[src/rtl/conv_frame_encoder.sv]
// Frame-based convolutional encoder: latches a frame and configuration, then emits one
// rate-wide symbol per information bit followed by K-1 zero tail bits under valid/ready flow control.
module conv_frame_encoder #(
    parameter int FRAME_LEN     = 16,
    parameter int MAX_CODE_RATE = 3,
    parameter int MAX_K         = 9
) (
    input  logic                             sys_clk,
    input  logic                             rst,
    input  logic                             en,
    input  logic [1:0]                       i_code_rate,
    input  logic [3:0]                       i_constr_len,
    input  logic [MAX_CODE_RATE*MAX_K-1:0]   i_gen_poly,
    input  logic                             i_start,
    input  logic [FRAME_LEN-1:0]             i_data_frame,
    input  logic                             i_sym_ready,
    output logic [MAX_CODE_RATE-1:0]         o_sym,
    output logic                             o_sym_valid,
    output logic                             o_sym_last,
    output logic                             o_busy,
    output logic                             o_done,
    output logic                             o_cfg_err
);

    localparam int CNT_W = $clog2(FRAME_LEN + MAX_K + 1);
    localparam logic [CNT_W-1:0] FRAME_LEN_C = CNT_W'(FRAME_LEN);

    typedef enum logic [2:0] {
        S_IDLE,
        S_LOAD,
        S_ENCODE,
        S_FLUSH,
        S_DONE
    } state_t;

    state_t                           r_state;
    logic [1:0]                       r_rate;
    logic [3:0]                       r_k;
    logic [MAX_CODE_RATE*MAX_K-1:0]   r_poly;
    logic [FRAME_LEN-1:0]             r_frame;
    logic [MAX_K-2:0]                 r_hist;
    logic [CNT_W-1:0]                 r_cnt;
    logic [MAX_CODE_RATE-1:0]         r_sym;
    logic                             r_sym_valid;
    logic                             r_sym_last;
    logic                             r_busy;
    logic                             r_done;
    logic                             r_cfg_err;

    logic                             w_cfg_legal;
    logic                             w_load;
    logic [FRAME_LEN-1:0]             w_frame_shift;
    logic [MAX_K-2:0]                 w_hist_shift;
    logic [MAX_K-1:0]                 w_win;
    logic [MAX_K-1:0]                 w_kmask;
    logic [MAX_CODE_RATE-1:0]         w_next_sym;
    logic [CNT_W-1:0]                 w_cnt_adv;
    logic [CNT_W-1:0]                 w_total;
    logic                             w_next_last;

    assign w_cfg_legal = (i_code_rate >= 2'd2) && (32'(i_code_rate) <= MAX_CODE_RATE)
                      && (i_constr_len >= 4'd3) && (32'(i_constr_len) <= MAX_K);

    // The frame register shifts in zeros, so once the information bits are exhausted
    // its MSB naturally supplies the zero tail bits.
    assign w_load        = (r_state == S_LOAD);
    assign w_frame_shift = r_frame << 1;
    assign w_hist_shift  = {r_hist[MAX_K-3:0], r_frame[FRAME_LEN-1]};
    assign w_win         = w_load ? {r_hist, r_frame[FRAME_LEN-1]}
                                  : {w_hist_shift, w_frame_shift[FRAME_LEN-1]};

    assign w_cnt_adv   = r_cnt + CNT_W'(1);
    assign w_total     = FRAME_LEN_C + CNT_W'(r_k) - CNT_W'(1);
    assign w_next_last = !w_load && (w_cnt_adv == (w_total - CNT_W'(1)));

    genvar gi;
    generate
        for (gi = 0; gi < MAX_K; gi++) begin : g_kmask
            assign w_kmask[gi] = (4'(gi) < r_k);
        end
        for (gi = 0; gi < MAX_CODE_RATE; gi++) begin : g_sym
            assign w_next_sym[gi] = (2'(gi) < r_rate)
                                 && (^(w_win & w_kmask & r_poly[gi*MAX_K +: MAX_K]));
        end
    endgenerate

    always_ff @(posedge sys_clk or posedge rst) begin
        if (rst) begin
            r_state     <= S_IDLE;
            r_rate      <= '0;
            r_k         <= '0;
            r_poly      <= '0;
            r_frame     <= '0;
            r_hist      <= '0;
            r_cnt       <= '0;
            r_sym       <= '0;
            r_sym_valid <= 1'b0;
            r_sym_last  <= 1'b0;
            r_busy      <= 1'b0;
            r_done      <= 1'b0;
            r_cfg_err   <= 1'b0;
        end else if (en) begin
            r_done    <= 1'b0;
            r_cfg_err <= 1'b0;
            case (r_state)
                S_IDLE: begin
                    if (i_start) begin
                        if (w_cfg_legal) begin
                            r_state <= S_LOAD;
                            r_rate  <= i_code_rate;
                            r_k     <= i_constr_len;
                            r_poly  <= i_gen_poly;
                            r_frame <= i_data_frame;
                            r_hist  <= '0;
                            r_cnt   <= '0;
                            r_busy  <= 1'b1;
                        end else begin
                            r_cfg_err <= 1'b1;
                        end
                    end
                end
                S_LOAD: begin
                    r_state     <= S_ENCODE;
                    r_sym       <= w_next_sym;
                    r_sym_valid <= 1'b1;
                    r_sym_last  <= 1'b0;
                end
                S_ENCODE, S_FLUSH: begin
                    if (i_sym_ready) begin
                        r_hist  <= w_hist_shift;
                        r_frame <= w_frame_shift;
                        r_cnt   <= w_cnt_adv;
                        if (w_cnt_adv == w_total) begin
                            r_state     <= S_DONE;
                            r_sym       <= '0;
                            r_sym_valid <= 1'b0;
                            r_sym_last  <= 1'b0;
                            r_busy      <= 1'b0;
                            r_done      <= 1'b1;
                        end else begin
                            if (w_cnt_adv == FRAME_LEN_C) begin
                                r_state <= S_FLUSH;
                            end
                            r_sym      <= w_next_sym;
                            r_sym_last <= w_next_last;
                        end
                    end
                end
                S_DONE: begin
                    r_state <= S_IDLE;
                end
                default: begin
                    r_state <= S_IDLE;
                end
            endcase
        end
    end

    assign o_sym       = r_sym;
    assign o_sym_valid = r_sym_valid;
    assign o_sym_last  = r_sym_last;
    assign o_busy      = r_busy;
    assign o_done      = r_done;
    assign o_cfg_err   = r_cfg_err;

endmodule

[config.mk]
export PLATFORM = sky130hd
export DESIGN_NAME = conv_frame_encoder
export DESIGN_NICKNAME = d
export VERILOG_FILES = /design/src/rtl/conv_frame_encoder.sv
export SDC_FILE = /design/constraint.sdc
export NUM_CORES = 1
export LEC_CHECK = 0
export BUFFER_PORTS_ARGS = -buffer_cell sky130_fd_sc_hd__buf_2
export CAP_MARGIN = 20
export CORE_MARGIN = 5
export CORE_UTILIZATION = 30
export CTS_BUF_LIST = sky130_fd_sc_hd__clkbuf_4 sky130_fd_sc_hd__clkbuf_8
export DETAILED_ROUTE_END_ITERATION = 10
export GPL_TIMING_DRIVEN = 0
export HOLD_SLACK_MARGIN = 0.03
export PLACE_DENSITY = 0.52
export SYNTH_ARGS = -nofsm -noshare
export SYNTH_HDL_FRONTEND = slang
export SYNTH_SLANG_ARGS = --single-unit
[constraint.sdc]
create_clock -name sys_clk -period 8.13 [get_ports sys_clk]
set_clock_uncertainty 0.1 [all_clocks]
set_input_delay 1.2195 -clock sys_clk [delete_from_list [all_inputs] [get_ports sys_clk]]
set_output_delay 1.2195 -clock sys_clk [all_outputs]
set_load 0.05 [all_outputs]
# --- After elaboration in Yosys (flattened, before gate mapping) ---
# Index checks and enable logic that the tools add are counted.
# Widths: inputs -> output; s select.
word_totals:
  reg_bits: 73
  word_cells: 104
  out_inout_bits: 8
  ramBits: 0
  latchBits: 0
  mem_bits_ro: 0
  inputBits: 54
  n_memories: 0
classes:
  n_reduce_logical: 20
  add_sub_neg: 4
  bitwise: 4
  n_mul: 0
  shift: 0
  eq_ne: 11
  div: 0
  order_cmp: 15
  muxes: 37
op_table:
  columns: ["operator", "n"]
  rows:
  - ["$mux 16", 3]
  - ["$and 9x9->9", 4]
  - ["$pmux 16 s2", 1]
  - ["$reduce_xor 9->1", 3]
  - ["$mux 8", 3]
  - ["$mux 3", 7]
  - ["$lt 3x4->1 const A", 4]
  - ["$pmux 8 s2", 1]
  - ["$mux 5", 3]
  - ["$mux 1", 12]
  - ["$eq 5x5->1", 2]
  - ["$pmux 5 s2", 1]
  - ["$reduce_and 5->1", 2]
  - ["$sub 5x1->5 const B", 2]
  - ["$mux 9", 1]
  - ["$pmux 3 s3", 1]
  - ["$lt 1x4->1 const A", 2]
  - ["$lt 2x4->1 const A", 2]
  - ["$ne 2x2->1 const B", 4]
  - ["$reduce_and 4->1", 2]
  - ["$eq 3x2->1 const B", 2]
  - ["$logic_and 1x1->1", 6]
  - ["$pmux 1 s2", 3]
  - ["$pmux 3 s2", 1]
  - ["other kinds (17)", 19]

# --- Longest topological paths before layout ---
depth:
  word_depth: 9
  mapped_depth: 9
  ltp_nobuf: 9

# --- Worst setup path after synthesis ---
# Ideal clock, no wire load.
synth_path:
  kind: "input-to-reg"
  start: "in i_constr_len[2]"
  end: "reg r_hist[0]"
  setup_ns: 0.136
  required_ns: 7.894
  n_path_buf: 3
  setup_slack_ns: 5.212
  stages: 8
  t_arrival_ns: 2.682
  cell_sequence: "nand2b_1 > o22a_1 > nor2_1 > and3_1 > clkbuf_1 > buf_1 > clkbuf_1 > o21ai_0"
synth_between:
  elab_chain_cells: 5
  elab_cells_between_ends: 6
  cone_classes: "order compare (2); eq/ne (1); reduce/logical (3)"
synth_rtl:
  columns: ["element", "line_no", "text"]
  rows:
  - ["start, declared", "12", "input logic [3:0] i_constr_len,"]
  - ["$ge 4x2->1", "62", "&& (i_constr_len >= 4'd3) && (32'(i_constr_len) <= MAX_K);"]
  - ["$logic_and 1x1->1", "62", null]
  - ["$logic_and 1x1->1 *", "62", null]
  - ["$ne 2x2->1 (no source line) *", null, null]
  - ["$reduce_and 5->1 (no source line) *", null, null]
  - ["end signal, assigned", "130", "r_hist <= w_hist_shift;"]
  - ["end, declared", "41", "logic [MAX_K-2:0] r_hist;"]
# Mark *: on every way between the ends. The rest lies on a longest branch, timed or not.
# A chain may end at the register's enable or synchronous reset.

# --- Worst setup path in the final report ---
# Same ends and word-level chain as after synthesis.

==> flow_metrics.py <==
metrics = {
    "logic_synthesis": {
        "syn_area_per_cell_sq_um": 10.11,
        "syn_inst": 392,
        "synthTopCellsByCount": "dfrtp_1, nand2_1, o21ai_0",
        "synth_area_sq_um": 3961,
        "ys_seq_elements": 73,
        "postSynth.asyncResetShare_pct": 100.0,
        "netlist.area_leader.share_pct": 46.11,
        "yosys-top-cells-area": "dfrtp_1, mux2_2, nand2_1, mux2i_1, o21ai_0",
        "ys_types": 51,
        "syn_nets": 451,
        "synth-edff-count": 0,
        "ys.flop_type": "dfrtp_1",
        "synth.largest_area_cell": "dfrtp_1",
        "synth-warning-count": 0,
        "yosysMostFrequentCell": "dfrtp_1",
        "ys_seq_area_share_pct": 46.11,
    },
    "worst_setup_path": {
        "slowest_delay_ps": 570,
        "worst_setup_path_end_kind": "flop",
        "crit_fanout": 10,
        "arrival_ps": 3430,
        "cpMostUsedCell": "clkbuf_1",
        "crit_chain": "buf_2 > nand2b_1 > o22a_1 > nor2_1 > and3_1 > clkbuf_1 > buf_1 > clkbuf_1 > o21ai_0",
        "cp.required_ps": 8260,
        "worstSetupPathType": "input pin to flop",
        "worst_setup_path_start_kind": "input pin",
        "slowest_stage": "buf_1",
    },
    "routing": {
        "drc": 0,
        "drtIter0Drc": 164,
        "wl_um": 10070,
        "ant_nets": 0,
        "dr_total_vias": 3190,
        "firstDrtPassIters": 4,
        "wire_per_inst_um": 15.59,
        "vias_per_cell": 4.938,
    },
    "sta": {
        "min_period_over_period_pct": 40.58,
        "fin_setup_tns_ps": 0,
        "worst_slew_pin_slew_ps": 911.7,
        "relSlewSlack_pct": 38.43,
        "setup_viol": 0,
        "report.final.slew_viol_count": 0,
        "final-hold-violation-count": 0,
        "max_freq_ghz": 0.3031,
        "post-route-min-period_ps": 3299,
        "rsz0062_at_grt": "false",
    },
    "cells_and_area": {
        "layout.nets": 524,
        "area_growth_pct": 20.40,
        "antenna_cells": 0,
        "drive_above_1_share_pct": 26.38,
        "fin_util_pct": 36.45,
        "fin_cells": 646,
    },
    "global_routing": {
        "grt_usage_pct": 13.24,
        "gr-total-overflow": 0,
        "grt_max_degree": 53,
        "grt_pass1_vias": 3279,
        "grt_pass1_wl_um": 16590,
        "grt_antenna_before_repair": 0,
    },
    "floorplan": {
        "num_io_pins": 62,
        "initial_core_util_pct": 30.27,
        "die_y_um": 124.9,
        "dieArea_sq_um": 15600,
        "core_sq_um": 13090,
        "rows": 42,
        "die_w_um": 124.9,
    },
    "worst_hold_path": {
        "min_path_type": "flop to flop",
    },
    "status": {
        "status": "completed",
    },
    "pwr": {
        "clockPowerShare_pct": 28.8,
        "switchingPower_uw": 428.1,
        "switching_share_pct": 34.40,
        "seqPwrFrac_pct": 42.6,
        "peakVddDrop_uv": 144.3,
        "intPower_uw": 816.3,
        "power_density_nw_per_um2": 260.9,
        "leakage_uw": 0.002091,
        "combPwrFrac_pct": 28.6,
        "finalPower_uw": 1244,
    },
    "clocking": {
        "ctsResizeCount": 0,
        "numCtsBuffers": 9,
        "cts_root_buf": "clkbuf_8",
        "hold_buffers": 0,
        "clock_latency_ps": 360,
        "cts_setup_buffers": 0,
        "clkSinkCount": 73,
        "clockBufferDepth": 2,
        "cts.htree.levels": 3,
        "cts_tree": "done",
        "path_clk_slew_ps": 80,
    },
    "place": {
        "place_hpwl_um": 7740,
        "port_buffers": 61,
        "place_inst": 630,
        "gp_congestion": 0.8189,
    },
    "job": {
        "cap_violations": 0,
    },
}
-- routing by layer --
layer / routed length, um / track usage [%] / vias up
li1: - / - / 1557
met1: 4651 / 16.77 / 1534
met2: 4715 / 21.18 / 79
met3: 485 / 3.688 / 20
met4: 220 / 5.804 / 0
met5: 0 / 0 / -
-- path summary, 6_finish.rpt --
path	start	endpoint	slack, ps	cells past startpoint
setup / recovery	i_constr_len[2]	r_hist[0]	4830	9
hold / removal	o_sym_last	o_sym_last	380	2
setup reg to reg	r_k[0]	o_sym[0]	5060	9
hold reg to reg	o_sym_last	o_sym_last	380	2
max in group asynchronous	rst	o_sym[2]	6650	3
min in group asynchronous	rst	r_poly[26]	710	2
-- through the flow --
stage | hold slack, ps | cell area [sq um] | worst slack [ps]
global route | 420.0 | 4770 | 4641
finish | 384.5 | 4770 | 4831
CTS | 392.8 | 4770 | 4796
global placement | 365.0 | 4487 | 3906
detailed placement | 373.6 | 4517 | 4399
floorplan | 349.2 | 3961 | 4957
-- layout by cell type (no fill, tap or decap), types with 5 or more instances in the layout --
| cell type | netlist | layout |
|---|---|---|
| mux2_2 | 32 | 32 |
| a211o_1 | 7 | 7 |
| ha_1 | 5 | 5 |
| a21o_1 | 5 | 5 |
| clkbuf_1 | 12 | 12 |
| o21ai_0 | 38 | 38 |
| inv_1 | 9 | 8 |
| a21oi_1 | 6 | 6 |
| nand2b_1 | 5 | 5 |
| clkbuf_8 | 0 | 10 |
| buf_2 | 3 | 64 |
| mux2i_1 | 22 | 22 |
| nor2_1 | 15 | 15 |
| nand2_1 | 59 | 59 |
| xor2_1 | 8 | 8 |
| dfrtp_1 | 73 | 73 |
| xnor2_1 | 10 | 10 |
| nand3_1 | 12 | 12 |
-- cells by family after synthesis --
logic type | share of synthesized area [%]
DFF | 46.11
muxes | 15.41
adders and majority gates | 1.579
buffers and inverters | 3.221
and+or+nand+nor | 14.66
AOI/OAI and AO/OA | 15.04
xor gates and xnor gates | 3.980
-- worst max-delay path: cells and delay by family --
| kind | cells | cell delay [ps] |
|---|---|---|
| compound gates | 2 | 370 |
| buf+inv | 4 | 1380 |
| simple gates | 3 | 450 |
-- sequential cells by signal (all words and copies together), names as in the netlist --
register	count
o_sym	3
r_poly	27
r_frame	16
o_busy	1
r_hist	8
o_sym_valid	1
o_sym_last	1
r_state	3
o_done	1
r_cnt	5
r_k	4
r_rate	2
o_cfg_err	1
-- area by class of cell --
class	instances	area [sq um]
multi-input cells	289	2007
clock inverters	6	115.1
flip-flops and latches	73	1827
clock buffers	10	137.6
repair buffers	62	332.8
fillers	1325	8315
plain buffers	21	93.84
inverters	9	36.28
well taps	176	220.2
-- power groups by stage --
stage	combinational [uW]	sequential [uW]	clock (uW)
after floorplan	258	527	0
after global placement	346	534	0
after detailed placement	358	537	0
after CTS	359	530	370
after global routing	401	543	386
final	356	530	359
Power figures use the tool's default switching activity.
